## src/rtl/hex_display_ctrl.sv

```systemverilog
// Multi-channel seven-segment display controller: registered capture, hex or BCD
// digit build, leading-zero blanking, overflow dashes and blink. Define HEXDISP_BCD_EN for decimal.
module hex_display_ctrl #(
    parameter  int NUM_CH     = 4,
    parameter  int DATA_W     = 16,
    parameter  int NUM_DIGITS = 4,
    parameter  int BLINK_DIV  = 12500000,
    localparam int SEL_W      = (NUM_CH > 1) ? $clog2(NUM_CH) : 1
) (
    input  logic                     Clock,
    input  logic                     reset,
    input  logic [NUM_CH*DATA_W-1:0] ch_data,
    input  logic [SEL_W-1:0]         ch_sel,
    input  logic                     update,
    input  logic                     blank_lz,
    input  logic                     blink_en,
    output logic                     busy,
    output logic                     valid,
    output logic                     overflow,
    output logic [SEL_W-1:0]         cur_ch,
    output logic [NUM_DIGITS*7-1:0]  seg
);

    localparam int DW4 = 4 * NUM_DIGITS;
    localparam int BW  = $clog2(BLINK_DIV);

    typedef enum logic [1:0] {IDLE, CONV, DONE} state_t;

    state_t             state_q, state_d;
    logic [DATA_W-1:0]  val_q, val_d;
    logic [SEL_W-1:0]   sel_q, sel_d;
    logic               pend_q, pend_d;
    logic [SEL_W-1:0]   psel_q, psel_d;
    logic               busy_q, busy_d;
    logic               valid_q, valid_d;
    logic               ovf_q, ovf_d;
    logic [SEL_W-1:0]   cur_q, cur_d;
    logic [DW4-1:0]     dig_q, dig_d;
    logic [DW4-1:0]     work_q, work_d;
    logic               wovf_q, wovf_d;
    logic [BW-1:0]      bcnt_q, bcnt_d;
    logic               phase_q, phase_d;
    logic               start;
    logic [SEL_W-1:0]   start_sel;
    logic [DATA_W-1:0]  cap_val;

`ifdef HEXDISP_BCD_EN
    localparam int CW = $clog2(DATA_W + 1);
    logic [CW-1:0]      cnt_q, cnt_d;
    logic [DW4-1:0]     adj;
`else
    localparam int MW = (DATA_W > DW4) ? DATA_W : DW4;
    logic [MW-1:0]      val_ext;
`endif

    function automatic logic [6:0] enc(input logic [3:0] n);
        case (n)
            4'h0: enc = 7'h40; 4'h1: enc = 7'h79; 4'h2: enc = 7'h24; 4'h3: enc = 7'h30;
            4'h4: enc = 7'h19; 4'h5: enc = 7'h12; 4'h6: enc = 7'h02; 4'h7: enc = 7'h78;
            4'h8: enc = 7'h00; 4'h9: enc = 7'h10; 4'hA: enc = 7'h08; 4'hB: enc = 7'h03;
            4'hC: enc = 7'h46; 4'hD: enc = 7'h21; 4'hE: enc = 7'h06; default: enc = 7'h0E;
        endcase
    endfunction

    always_comb begin
        state_d   = state_q;
        val_d     = val_q;
        sel_d     = sel_q;
        pend_d    = pend_q;
        psel_d    = psel_q;
        busy_d    = busy_q;
        valid_d   = valid_q;
        ovf_d     = ovf_q;
        cur_d     = cur_q;
        dig_d     = dig_q;
        work_d    = work_q;
        wovf_d    = wovf_q;
        start     = 1'b0;
        start_sel = ch_sel;
        cap_val   = '0;
`ifdef HEXDISP_BCD_EN
        cnt_d     = cnt_q;
        adj       = work_q;
`else
        val_ext   = MW'(val_q);
`endif
        case (state_q)
            IDLE: start = update;
            CONV: begin
                if (update) begin
                    pend_d = 1'b1;
                    psel_d = ch_sel;
                end
`ifdef HEXDISP_BCD_EN
                // double-dabble step: add 3 to digits >= 5, then shift the next value bit in
                for (int unsigned i = 0; i < NUM_DIGITS; i++)
                    if (adj[4*i +: 4] >= 4'd5) adj[4*i +: 4] = adj[4*i +: 4] + 4'd3;
                wovf_d = wovf_q | adj[DW4-1];
                work_d = {adj[DW4-2:0], val_q[DATA_W-1]};
                val_d  = val_q << 1;
                cnt_d  = cnt_q + 1'b1;
                if (cnt_q == CW'(DATA_W - 1)) state_d = DONE;
`else
                work_d  = val_ext[DW4-1:0];
                wovf_d  = |(val_ext >> DW4);
                state_d = DONE;
`endif
            end
            DONE: begin
                dig_d   = work_q;
                ovf_d   = wovf_q;
                valid_d = 1'b1;
                cur_d   = sel_q;
                // an update arriving in DONE merges with any queued one, newest select wins
                if (pend_q || update) begin
                    start     = 1'b1;
                    start_sel = update ? ch_sel : psel_q;
                    pend_d    = 1'b0;
                end else begin
                    busy_d  = 1'b0;
                    state_d = IDLE;
                end
            end
            default: state_d = IDLE;
        endcase

        for (int unsigned k = 0; k < NUM_CH; k++)
            if (start_sel == SEL_W'(k)) cap_val = ch_data[k*DATA_W +: DATA_W];

        if (start) begin
            val_d   = cap_val;
            sel_d   = start_sel;
            busy_d  = 1'b1;
            work_d  = '0;
            wovf_d  = 1'b0;
            state_d = CONV;
`ifdef HEXDISP_BCD_EN
            cnt_d   = '0;
`endif
        end
    end

    always_comb begin
        if (bcnt_q == BW'(BLINK_DIV - 1)) begin
            bcnt_d  = '0;
            phase_d = ~phase_q;
        end else begin
            bcnt_d  = bcnt_q + 1'b1;
            phase_d = phase_q;
        end
    end

    always_ff @(posedge Clock or negedge reset) begin
        if (!reset) begin
            state_q <= IDLE;
            val_q   <= '0;
            sel_q   <= '0;
            pend_q  <= 1'b0;
            psel_q  <= '0;
            busy_q  <= 1'b0;
            valid_q <= 1'b0;
            ovf_q   <= 1'b0;
            cur_q   <= '0;
            dig_q   <= '0;
            work_q  <= '0;
            wovf_q  <= 1'b0;
            bcnt_q  <= '0;
            phase_q <= 1'b0;
`ifdef HEXDISP_BCD_EN
            cnt_q   <= '0;
`endif
        end else begin
            state_q <= state_d;
            val_q   <= val_d;
            sel_q   <= sel_d;
            pend_q  <= pend_d;
            psel_q  <= psel_d;
            busy_q  <= busy_d;
            valid_q <= valid_d;
            ovf_q   <= ovf_d;
            cur_q   <= cur_d;
            dig_q   <= dig_d;
            work_q  <= work_d;
            wovf_q  <= wovf_d;
            bcnt_q  <= bcnt_d;
            phase_q <= phase_d;
`ifdef HEXDISP_BCD_EN
            cnt_q   <= cnt_d;
`endif
        end
    end

    always_comb begin
        logic        seen;
        int unsigned i;
        logic [3:0]  nib;
        seg  = '1;
        seen = 1'b0;
        i    = 0;
        nib  = '0;
        for (int unsigned k = 0; k < NUM_DIGITS; k++) begin
            i   = NUM_DIGITS - 1 - k;
            nib = dig_q[4*i +: 4];
            if (nib != 4'd0 || i == 0) seen = 1'b1;
            if (ovf_q)                 seg[7*i +: 7] = 7'h3F;
            else if (blank_lz && !seen) seg[7*i +: 7] = 7'h7F;
            else                       seg[7*i +: 7] = enc(nib);
        end
        if (!valid_q || (blink_en && phase_q)) seg = '1;
    end

    assign busy     = busy_q;
    assign valid    = valid_q;
    assign overflow = ovf_q;
    assign cur_ch   = cur_q;

endmodule

```

## config.mk

```make
export PLATFORM = sky130hd
export DESIGN_NAME = hex_display_ctrl
export DESIGN_NICKNAME = d
export VERILOG_FILES = /design/src/rtl/hex_display_ctrl.sv
export SDC_FILE = /design/constraint.sdc
export NUM_CORES = 1
export LEC_CHECK = 0
export ABC_AREA = 0
export BUFFER_PORTS_ARGS = -buffer_cell sky130_fd_sc_hd__buf_4
export CORE_ASPECT_RATIO = 0.5
export CORE_MARGIN = 5
export CORE_UTILIZATION = 55
export CTS_CLUSTER_DIAMETER = 150
export DETAILED_ROUTE_END_ITERATION = 12
export PLACE_DENSITY = 0.8
export SLEW_MARGIN = 30
export SYNTH_ARGS = -nofsm -noshare
export SYNTH_HDL_FRONTEND = slang
export SYNTH_SLANG_ARGS = --single-unit
export TNS_END_PERCENT = 10
```

## constraint.sdc

```tcl
create_clock -name Clock -period 2.4 [get_ports Clock]
set_input_delay 0.48 -clock Clock [delete_from_list [all_inputs] [get_ports Clock]]
set_output_delay 0.48 -clock Clock [all_outputs]
set_load 0.1 [all_outputs]
```

==> results of run 1 <==
[final cells by class]
cell class / instances / area (sq um) / area share
Sequential cell: 84 / 2110 / 0.313
Multi-Input combinational cell: 391 / 2880 / 0.428
Timing Repair Buffer: 144 / 1180 / 0.176
Clock inverter: 4 / 33.8 / 0.00503
Clock buffer: 12 / 246 / 0.0367
Tap cell: 117 / 146 / 0.0218
Inverter: 34 / 128 / 0.0190
[cell families (layout without fill, tap and decap cells)]
logic type | Yosys count | in the layout | share of synthesized area
and+or+nand+nor | 184 | 184 | 0.183
AOI/OAI and AO/OA | 135 | 135 | 0.191
DFF | 84 | 84 | 0.414
buffers and inverters | 65 | 194 | 0.0552
muxes | 34 | 34 | 0.0757
adders and majority gates | 23 | 23 | 0.0567
xor gates and xnor gates | 14 | 14 | 0.0242
other | 1 | 1 | 0.000739
[what timing repair did]
item                                    in CTS  in global routing
setup buffers                                6                  5
endpoints found under the setup margin      22                 23
resized for setup                           30                 21
pin swaps                                    6                  4
endpoints found under the hold margin        0                  0
[worst max path at each step]
stage               startpoint  endpoint  slack, ns  cells after the start
floorplan            dig_q[13]   seg[22]      -0.49                      5
global placement      dig_q[8]   seg[11]       0.09                      7
finish                dig_q[0]    seg[3]      -0.09                      6
detailed placement    dig_q[9]   seg[11]       0.03                      7
global route          dig_q[9]    seg[9]      -0.17                      7
CTS                   dig_q[0]    seg[3]      -0.04                      6
[per-stage QoR]
step	setup TNS, ns	worst slack [ns]	hold slack [ns]	cells
global route	-1.55	-0.171	0.151	786
detailed placement	0	0.0334	0.469	759
finish	-0.369	-0.0933	0.120	786
floorplan	-7.41	-0.486	0.184	540
global placement	0	0.0882	0.459	759
CTS	-0.0761	-0.0365	0.133	781
[worst max-delay path: stages (launching register included)]
cell	delay, ns
sky130_fd_sc_hd__dfrtp_1	0.38
sky130_fd_sc_hd__inv_2	0.08
sky130_fd_sc_hd__ha_4	0.27
sky130_fd_sc_hd__inv_2	0.03
sky130_fd_sc_hd__mux4_2	0.47
sky130_fd_sc_hd__or2_4	0.26
sky130_fd_sc_hd__buf_12	0.16
[per-layer routing]
layer,GRT usage,up-vias,wire length (microns)
met5,0,-,0
li1,-,2193,-
met2,0.402,116,6710
met3,0.0838,15,811
met4,0.0379,0,158
met1,0.302,2240,5800
[registers in the layout (all words and copies together) (netlist names), 2 cells and up]
name     count
sel_q        2
work_q      16
cur_ch       2
dig_q       16
bcnt_q      24
state_q      2
psel_q       2
val_ext     16
[cells in the final DEF, fill, tap and decap left out, types with 4 or more instances in the layout]
cell / Yosys / routed
sky130_fd_sc_hd__inv_2: 0 / 9
sky130_fd_sc_hd__a221oi_2: 10 / 10
sky130_fd_sc_hd__a21oi_1: 27 / 26
sky130_fd_sc_hd__xnor2_1: 7 / 7
sky130_fd_sc_hd__mux2_2: 12 / 12
sky130_fd_sc_hd__a221o_1: 4 / 4
sky130_fd_sc_hd__and4_1: 6 / 5
sky130_fd_sc_hd__nor2_1: 26 / 25
sky130_fd_sc_hd__ha_1: 23 / 17
sky130_fd_sc_hd__o211ai_1: 16 / 16
sky130_fd_sc_hd__inv_1: 33 / 24
sky130_fd_sc_hd__or4_1: 4 / 4
sky130_fd_sc_hd__dfrtp_1: 84 / 81
sky130_fd_sc_hd__clkbuf_16: 0 / 9
sky130_fd_sc_hd__buf_6: 1 / 18
sky130_fd_sc_hd__or3_1: 14 / 14
sky130_fd_sc_hd__xor2_1: 7 / 7
sky130_fd_sc_hd__o22ai_1: 12 / 12
sky130_fd_sc_hd__and2_1: 5 / 5
sky130_fd_sc_hd__nor2b_1: 12 / 10
sky130_fd_sc_hd__buf_4: 2 / 123
sky130_fd_sc_hd__o31ai_1: 9 / 9
sky130_fd_sc_hd__o311ai_2: 0 / 10
sky130_fd_sc_hd__nand2_1: 71 / 70
sky130_fd_sc_hd__nand3_1: 14 / 14
sky130_fd_sc_hd__mux2i_1: 19 / 19
sky130_fd_sc_hd__o21ai_0: 28 / 27
sky130_fd_sc_hd__nand2b_1: 9 / 9
sky130_fd_sc_hd__nand4_1: 5 / 5
==> impl_metrics.ini, run 1 <==
[status]
status = finished, violations left
violations_in_the_final_reports = setup timing

[synth]
ys_types = 54
post_synth_main_area_contributors = sky130_fd_sc_hd__dfrtp_1 41%, sky130_fd_sc_hd__ha_1 5.7%, sky130_fd_sc_hd__nand2_1 5.3%
synth_flop_type = sky130_fd_sc_hd__dfrtp_1
synth.cells.most_frequent = 84 x sky130_fd_sc_hd__dfrtp_1, 71 x sky130_fd_sc_hd__nand2_1, 33 x sky130_fd_sc_hd__inv_1
synth_largest_type_area_fraction = 0.414
netlist_instances = 540
ys_ff_latch = 84
sequential_cell_area_fraction_in_the_yosys_report = 0.414
synthMostInstantiatedCell = sky130_fd_sc_hd__dfrtp_1
synth_async_sr_flop_share = 1.00
syn-mean-instance-area_sq_um = 9.40
syn_nets = 634
yosys_warnings = 0
synthesis.area_sq_um = 5080
cell_type_with_the_largest_total_area_after_synthesis = sky130_fd_sc_hd__dfrtp_1
synth_edf_count = 0

[floorplanning]
floorplan.die_area_sq_um = 11400
std_cell_rows = 24
io_pins = 104
core_area_sq_um = 8860
dieWidth_microns = 146
initial_utilization = 0.573
chipHeight_microns = 77.9

[cells_and_area]
antenna_cells_inserted = 0
design.final.nets = 758
n_fill_cell = 624
syn_to_final_growth_pct = 32.3
final_layout_size_suffix_gt1_frac = 0.336
final_core_util = 0.758
final_design_instance_area_without_fill_sq_um = 6720

[drt]
detail_route.iter0.violations = 365
antenna_left = 0
drt_wl_cell_microns = 17.2
finalWirelength_microns = 13500
route.detailed.vias_per_inst = 5.81
drt_pre_antenna_iters = 5
routed-via-count = 4564
remaining_drc_errors = 0

[cts]
clock-root-buffer = sky130_fd_sc_hd__clkbuf_16
ctsHoldBuffers = 0
clock_sink_count = 84
cts.clk_slew.worst_paths_ns = 0.06
tritoncts = yes
cts.path.max_buffers = 2
numCtsBuffers = 9
clock_tree.htree_level_count = 3
insertion_delay_ns = 0.35

[grt]
overall_track_demand_over_capacity_in_global_routing = 0.237
global_route.overflow_total = 0
antenna_violations_before_repair = 0
grt_first_pass_wirelength_microns = 22300
grt_max_degree = 41
vias_in_the_first_global_route = 4530

[setup_path]
reg2reg_to = sel_q[0]
setup.worst_path.end_class = primary output
critPathMaxFanout = 4
critical_path_arrival_ns = 2.01
reg2reg_slack_ns = 0.18
cp_data_required_time_ns = 1.92
setup.worst_path.start_class = flop
crit_type = reg2out
regToRegStartpoint = pend_q
ff2ff_path_depth = 6

[sta]
fmaxAchievable_ghz = 0.401
finalSetupViolCount = 9
setup_slack_ns = -0.0933
finalClockSkew_ns = 0.0109
period_minus_slack_ns = 2.49
worst_pin_slew_ns = 0.826
timing_hold_violations_final = 0
maxSlewHeadroom = 0.449
unrepaired_setup_endpoints_after_global_routing = true
report.final.slew_viol_count = 0
final_worst_path_cycle_share = 1.04

[min_path]
timing.hold.worst.class = in2async

[placed_design]
gp_congestion = 0.862
detailed_place.area_sq_um = 6190
io_buffers = 102
hpwl_microns = 9250

[job]
cap_viol_max_count = 0
Power of run 1 is left out: the tool's default activity adds up to more than one toggle a clock period on the data nets, which glitch-free logic cannot reach.
==> run 2, diff against run 1 <==
--- a/config.mk
+++ b/config.mk
@@ -5,14 +5,15 @@
 export SDC_FILE = /design/constraint.sdc
 export NUM_CORES = 1
 export LEC_CHECK = 0
-export ABC_AREA = 0
+export ABC_AREA = 1
 export BUFFER_PORTS_ARGS = -buffer_cell sky130_fd_sc_hd__buf_4
 export CORE_ASPECT_RATIO = 0.5
 export CORE_MARGIN = 5
-export CORE_UTILIZATION = 55
+export CORE_UTILIZATION = 50
 export CTS_CLUSTER_DIAMETER = 150
 export DETAILED_ROUTE_END_ITERATION = 12
-export PLACE_DENSITY = 0.8
+export GPL_TIMING_DRIVEN = 0
+export PLACE_DENSITY = 0.73
 export SLEW_MARGIN = 30
 export SYNTH_ARGS = -nofsm -noshare
 export SYNTH_HDL_FRONTEND = slang
==> impl_metrics.ini, run 2 <==
[sta]
finalClockSkew_ns = 0.00665
timing_hold_violations_final = 0
finalSetupViolCount = 19
setup_slack_ns = -0.136
worst_pin_slew_ns = 0.761
report.final.slew_viol_count = 0
fmaxAchievable_ghz = 0.394
final_worst_path_cycle_share = 1.06
unrepaired_setup_endpoints_after_global_routing = true
maxSlewHeadroom = 0.493
period_minus_slack_ns = 2.54

[grt]
overall_track_demand_over_capacity_in_global_routing = 0.222
grt_first_pass_wirelength_microns = 22900
global_route.overflow_total = 0
vias_in_the_first_global_route = 4950
antenna_violations_before_repair = 0
grt_max_degree = 85

[cells_and_area]
final_cell_mix = 180 x sky130_fd_sc_hd__nand2_1, 104 x sky130_fd_sc_hd__buf_4, 97 x sky130_fd_sc_hd__inv_1
largest_register = bcnt_q
antenna_cells_inserted = 0
design.final.nets = 952
final_core_util = 0.667
largest_register_ffs = 24
most_common_cell_after_layout_fill_and_taps_aside = sky130_fd_sc_hd__nand2_1
syn_to_final_growth_pct = 29.8
final_layout_size_suffix_gt1_frac = 0.219

[synth]
yosys_warnings = 0
synthMostInstantiatedCell = sky130_fd_sc_hd__nand2_1
ys_types = 38
synth_largest_type_area_fraction = 0.400
sequential_cell_area_fraction_in_the_yosys_report = 0.400
synth_async_sr_flop_share = 1.00
synthesis.area_sq_um = 5250
syn_nets = 825
synth_edf_count = 0
cell_type_with_the_largest_total_area_after_synthesis = sky130_fd_sc_hd__dfrtp_1
syn-mean-instance-area_sq_um = 7.18
post_synth_main_area_contributors = sky130_fd_sc_hd__dfrtp_1 40%, sky130_fd_sc_hd__nand2_1 13%, sky130_fd_sc_hd__inv_1 7.5%
ys_ff_latch = 84
synth_flop_type = sky130_fd_sc_hd__dfrtp_1
netlist_instances = 731
synth.cells.most_frequent = 181 x sky130_fd_sc_hd__nand2_1, 105 x sky130_fd_sc_hd__inv_1, 84 x sky130_fd_sc_hd__dfrtp_1

[setup_path]
cp_data_required_time_ns = 1.92
critPathTopFamily = buffers and inverters
cpPeakStageDelay_ns = 0.40
cp_slowest_cell = sky130_fd_sc_hd__dfrtp_4
crit_chain = inv_1 > a21oi_4 > inv_2 > nor2_2 > nand3_1 > buf_4
critical_path.n_buffers_inverters = 3
crit_type = reg2out
setup.worst_path.end_class = primary output
critical_path_arrival_ns = 2.06
setup.worst_path.start_class = flop
critPathMaxFanout = 8

[floorplanning]
core_area_sq_um = 10200
initial_utilization = 0.514
floorplan.die_area_sq_um = 12800
io_pins = 104
chipHeight_microns = 82.5
std_cell_rows = 26
dieWidth_microns = 155

[placed_design]
hpwl_microns = 10200
io_buffers = 102
gp_congestion = 0.870

[pwr]
worst_ir_drop_vdd_uv = 803
power_per_cell_area_nw_per_um2 = 1220
design_power_total_mw = 8.30
leakagePower_nw = 3.46

[drt]
antenna_left = 0
routed-via-count = 5197
remaining_drc_errors = 0
route.detailed.vias_per_inst = 5.18
finalWirelength_microns = 14000
drt_pre_antenna_iters = 5
detail_route.iter0.violations = 389
drt_wl_cell_microns = 14.0

[job]
cap_viol_max_count = 0

[status]
violations_in_the_final_reports = setup timing
status = finished, violations left

[cts]
cts.path.max_buffers = 2
clock_tree.htree_level_count = 3
numCtsBuffers = 9
cts.clk_slew.worst_paths_ns = 0.07
clock_sink_count = 84
tritoncts = yes
insertion_delay_ns = 0.35
clock-root-buffer = sky130_fd_sc_hd__clkbuf_16

[min_path]
timing.hold.worst.class = in2async
-- run 2: per-layer routing --
metal | vias up | global-route usage | wire length [microns]
met5 | - | 0 | 0
met4 | 0 | 0.0731 | 241
met3 | 21 | 0.0573 | 789
met2 | 128 | 0.373 | 6650
met1 | 2415 | 0.284 | 6330
li1 | 2633 | - | -
-- run 2: power breakdown --
group,switching (mW),leakage (nW),internal (mW)
logic,3.58,2.22,1.34
registers,0.220,1.10,1.81
clock network,0.628,0.141,0.728
-- run 2: logic make-up (layout without fill, tap and decap cells) --
logic type,count (synthesis),in the layout,synth area share
AO/OA/AOI/OAI,117,117,0.127
XOR/XNOR,13,13,0.0217
adder cells (fa/ha/maj),23,23,0.0548
buffers and inverters,135,267,0.101
flip-flops,84,84,0.400
other,1,1,0.000714
AND/OR/NAND/NOR,358,358,0.295
-- run 2: final timing paths --
| path | end | slack [ns] | depth (start not counted) | start |
|---|---|---|---|---|
| max reg2reg | bcnt_q[0] | 0.42 | 7 | bcnt_q[0] |
| max in group asynchronous | valid | 1.66 | 1 | reset |
| max | seg[14] | -0.14 | 6 | valid |
| min in group Clock | val_ext[1] | 0.42 | 5 | ch_data[49] |
| min reg2reg | val_ext[13] | 0.48 | 2 | val_ext[13] |
| min | bcnt_q[14] | 0.15 | 1 | reset |
-- run 2: final cells by class --
type | instances | area, sq um
fill | 891 | 3400
multi-input combinational | 512 | 2740
sequential | 84 | 2110
timing repair buffer | 116 | 957
inverter | 108 | 410
clock buffer | 9 | 225
tap | 140 | 175
buffer | 27 | 128
clock inverter | 7 | 70.1
-- run 2: worst register-to-register path: cells and delay by family, from the launching register on --
family	cells	cell delay [ns]
flip-flops	1	0.37
AND/OR/NAND/NOR	5	1.28
buffers and inverters	1	0.04
adder cells (fa/ha/maj)	1	0.19
-- run 2: repair_timing --
item	CTS	global route
pin swaps	4	5
gates cloned	0	0
buffers inserted	6	8
resized for setup	35	18
hold buffers	0	0
endpoints found under the setup margin	23	25
-- run 2: metrics by stage --
stage / cells / setup WS [ns] / hold slack [ns] / TNS (ns) / area (sq um)
2_1_floorplan: 731 / -0.387 / 0.184 / -5.23 / 5300
3_3_place_gp: 973 / -0.273 / 0.464 / -2.80 / 6240
3_5_place_dp: 973 / -0.251 / 0.469 / -2.75 / 6240
4_1_cts: 995 / -0.181 / 0.203 / -1.43 / 6720
5_1_grt: 1003 / -0.245 / 0.225 / -3.03 / 6820
6_report: 1003 / -0.136 / 0.155 / -1.16 / 6820
(Power assumes the default switching activity.)
==> run 3, diff against run 2 <==
--- a/config.mk
+++ b/config.mk
@@ -5,7 +5,7 @@
 export SDC_FILE = /design/constraint.sdc
 export NUM_CORES = 1
 export LEC_CHECK = 0
-export ABC_AREA = 1
+export ABC_CLOCK_PERIOD_IN_PS = 2400
 export BUFFER_PORTS_ARGS = -buffer_cell sky130_fd_sc_hd__buf_4
 export CORE_ASPECT_RATIO = 0.5
 export CORE_MARGIN = 5
@@ -13,7 +13,7 @@
 export CTS_CLUSTER_DIAMETER = 150
 export DETAILED_ROUTE_END_ITERATION = 12
 export GPL_TIMING_DRIVEN = 0
-export PLACE_DENSITY = 0.73
+export PLACE_DENSITY = 0.74
 export SLEW_MARGIN = 30
 export SYNTH_ARGS = -nofsm -noshare
 export SYNTH_HDL_FRONTEND = slang
==> constraint.sdc (replaced) <==
create_clock -name Clock -period 2.4 [get_ports Clock]
set_input_delay 0.36 -clock Clock [delete_from_list [all_inputs] [get_ports Clock]]
set_output_delay 0.36 -clock Clock [all_outputs]
set_load 0.1 [all_outputs]
==> impl_metrics.ini, run 3 (synthesis gave the netlist of run 1 again) <==
[status]
status = complete, no violations

[setup_path]
crit_type = reg2out
setup.worst_path.start_class = flop
regToRegStartpoint = state_q[1]
reg2reg_slack_ns = 0.24
ff2ff_path_depth = 6
crit_path_end = seg[3]
crit_start = dig_q[1]
setup.worst_path.end_class = primary output
cp_data_required_time_ns = 2.04
critPathMaxFanout = 4
reg2reg_to = val_ext[12]
critical_path_arrival_ns = 2.03

[drt]
drt_pre_antenna_iters = 4
remaining_drc_errors = 0
detail_route.iter0.violations = 229
routed-via-count = 4451
drt_wl_cell_microns = 16.2
finalWirelength_microns = 13000
route.detailed.vias_per_inst = 5.54
antenna_left = 0

[cells_and_area]
antenna_cells_inserted = 0
design.final.nets = 752
largest_register_ffs = 24
final_layout_size_suffix_gt1_frac = 0.303
final_cell_mix = 102 x sky130_fd_sc_hd__buf_4, 81 x sky130_fd_sc_hd__dfrtp_1, 70 x sky130_fd_sc_hd__nand2_1
final_core_util = 0.660
most_common_cell_after_layout_fill_and_taps_aside = sky130_fd_sc_hd__buf_4
largest_register = bcnt_q
syn_to_final_growth_pct = 30.7

[grt]
vias_in_the_first_global_route = 4315
global_route.overflow_total = 0
overall_track_demand_over_capacity_in_global_routing = 0.211
antenna_violations_before_repair = 0
grt_max_degree = 85
grt_first_pass_wirelength_microns = 21200

[floorplanning]
std_cell_rows = 26
chipHeight_microns = 81.2
floorplan.die_area_sq_um = 12400
dieWidth_microns = 152
core_area_sq_um = 10100
initial_utilization = 0.505
io_pins = 104

[sta]
maxSlewHeadroom = 0.497
fin_tns_setup_ns = 0
timing_hold_violations_final = 0
fmaxAchievable_ghz = 0.418
fin_worst_hold_slack_ns = 0.0635
final_worst_path_cycle_share = 0.997
finalSetupViolCount = 0
report.final.slew_viol_count = 0
finalClockSkew_ns = 0.00491
setup_slack_ns = 0.00691
worst_pin_slew_ns = 0.755
period_minus_slack_ns = 2.39
unrepaired_setup_endpoints_after_global_routing = true

[cts]
tritoncts = yes
clock_sink_count = 84
ctsHoldBuffers = 0
clock_tree.htree_level_count = 3
numCtsBuffers = 9
clock-root-buffer = sky130_fd_sc_hd__clkbuf_16
cts.clk_slew.worst_paths_ns = 0.06
cts.path.max_buffers = 2
insertion_delay_ns = 0.34

[job]
cap_viol_max_count = 0

[placed_design]
io_buffers = 102
gp_congestion = 0.865
hpwl_microns = 9340
place_ws_ns = -0.0474

[min_path]
timing.hold.worst.class = in2async
run 3: cell count changes in the layout (fill, tap and decap cells not counted), moves of 19 or more:
cell                      change
sky130_fd_sc_hd__o21ai_0     -28
sky130_fd_sc_hd__nand3_1     -53
sky130_fd_sc_hd__inv_1       -70
sky130_fd_sc_hd__nor2_1      -32
sky130_fd_sc_hd__mux2i_1     +19
sky130_fd_sc_hd__nand2_1    -110
run 3: layer usage:
layer | track usage | wire length [microns] | part of all wire
met1 | 0.274 | 5900 | 0.45
met2 | 0.368 | 6450 | 0.50
met3 | 0.0500 | 537 | 0.041
met4 | 0.0418 | 125 | 0.0096
met5 | 0 | 0 | 0
run 3: cell type report:
| type | count | area, sq um |
|---|---|---|
| Fill cell | 846 | 3420 |
| Multi-Input combinational cell | 391 | 2880 |
| Sequential cell | 84 | 2110 |
| Timing Repair Buffer | 109 | 856 |
| Clock buffer | 10 | 229 |
| Tap cell | 140 | 175 |
| Buffer | 29 | 150 |
| Inverter | 34 | 130 |
| Clock inverter | 6 | 113 |
run 3: critical path: stages, from the launching register on:
cell and delay (ns):
sky130_fd_sc_hd__dfrtp_1 0.40, sky130_fd_sc_hd__buf_4 0.16, sky130_fd_sc_hd__ha_1 0.19, sky130_fd_sc_hd__mux4_2 0.46, sky130_fd_sc_hd__or2_2 0.30, sky130_fd_sc_hd__buf_8 0.18
run 3: worst min-delay path by stage:
stage               startpoint         to  slack [ns]  cells past startpoint
global placement       phase_q    phase_q        0.46                      1
floorplan                reset  bcnt_q[0]        0.06                      0
global route             reset  dig_q[15]        0.13                      1
finish                   reset  dig_q[15]        0.06                      1
CTS                      reset   dig_q[0]        0.11                      1
detailed placement     phase_q    phase_q        0.46                      1
run 3: per-stage QoR:
step           std cells  cell area [sq um]
2_1_floorplan        540               5180
3_3_place_gp         782               6120
3_5_place_dp         782               6120
4_1_cts              802               6570
5_1_grt              803               6640
6_report             803               6640
run 3: what timing repair did:
item | CTS | global route
endpoints found under the hold margin | 0 | 0
setup endpoints to repair | 22 | 25
setup buffers | 4 | 3
pin swaps | 2 | 4
resized for setup | 20 | 19
Power of run 3 is left out for the same reason.
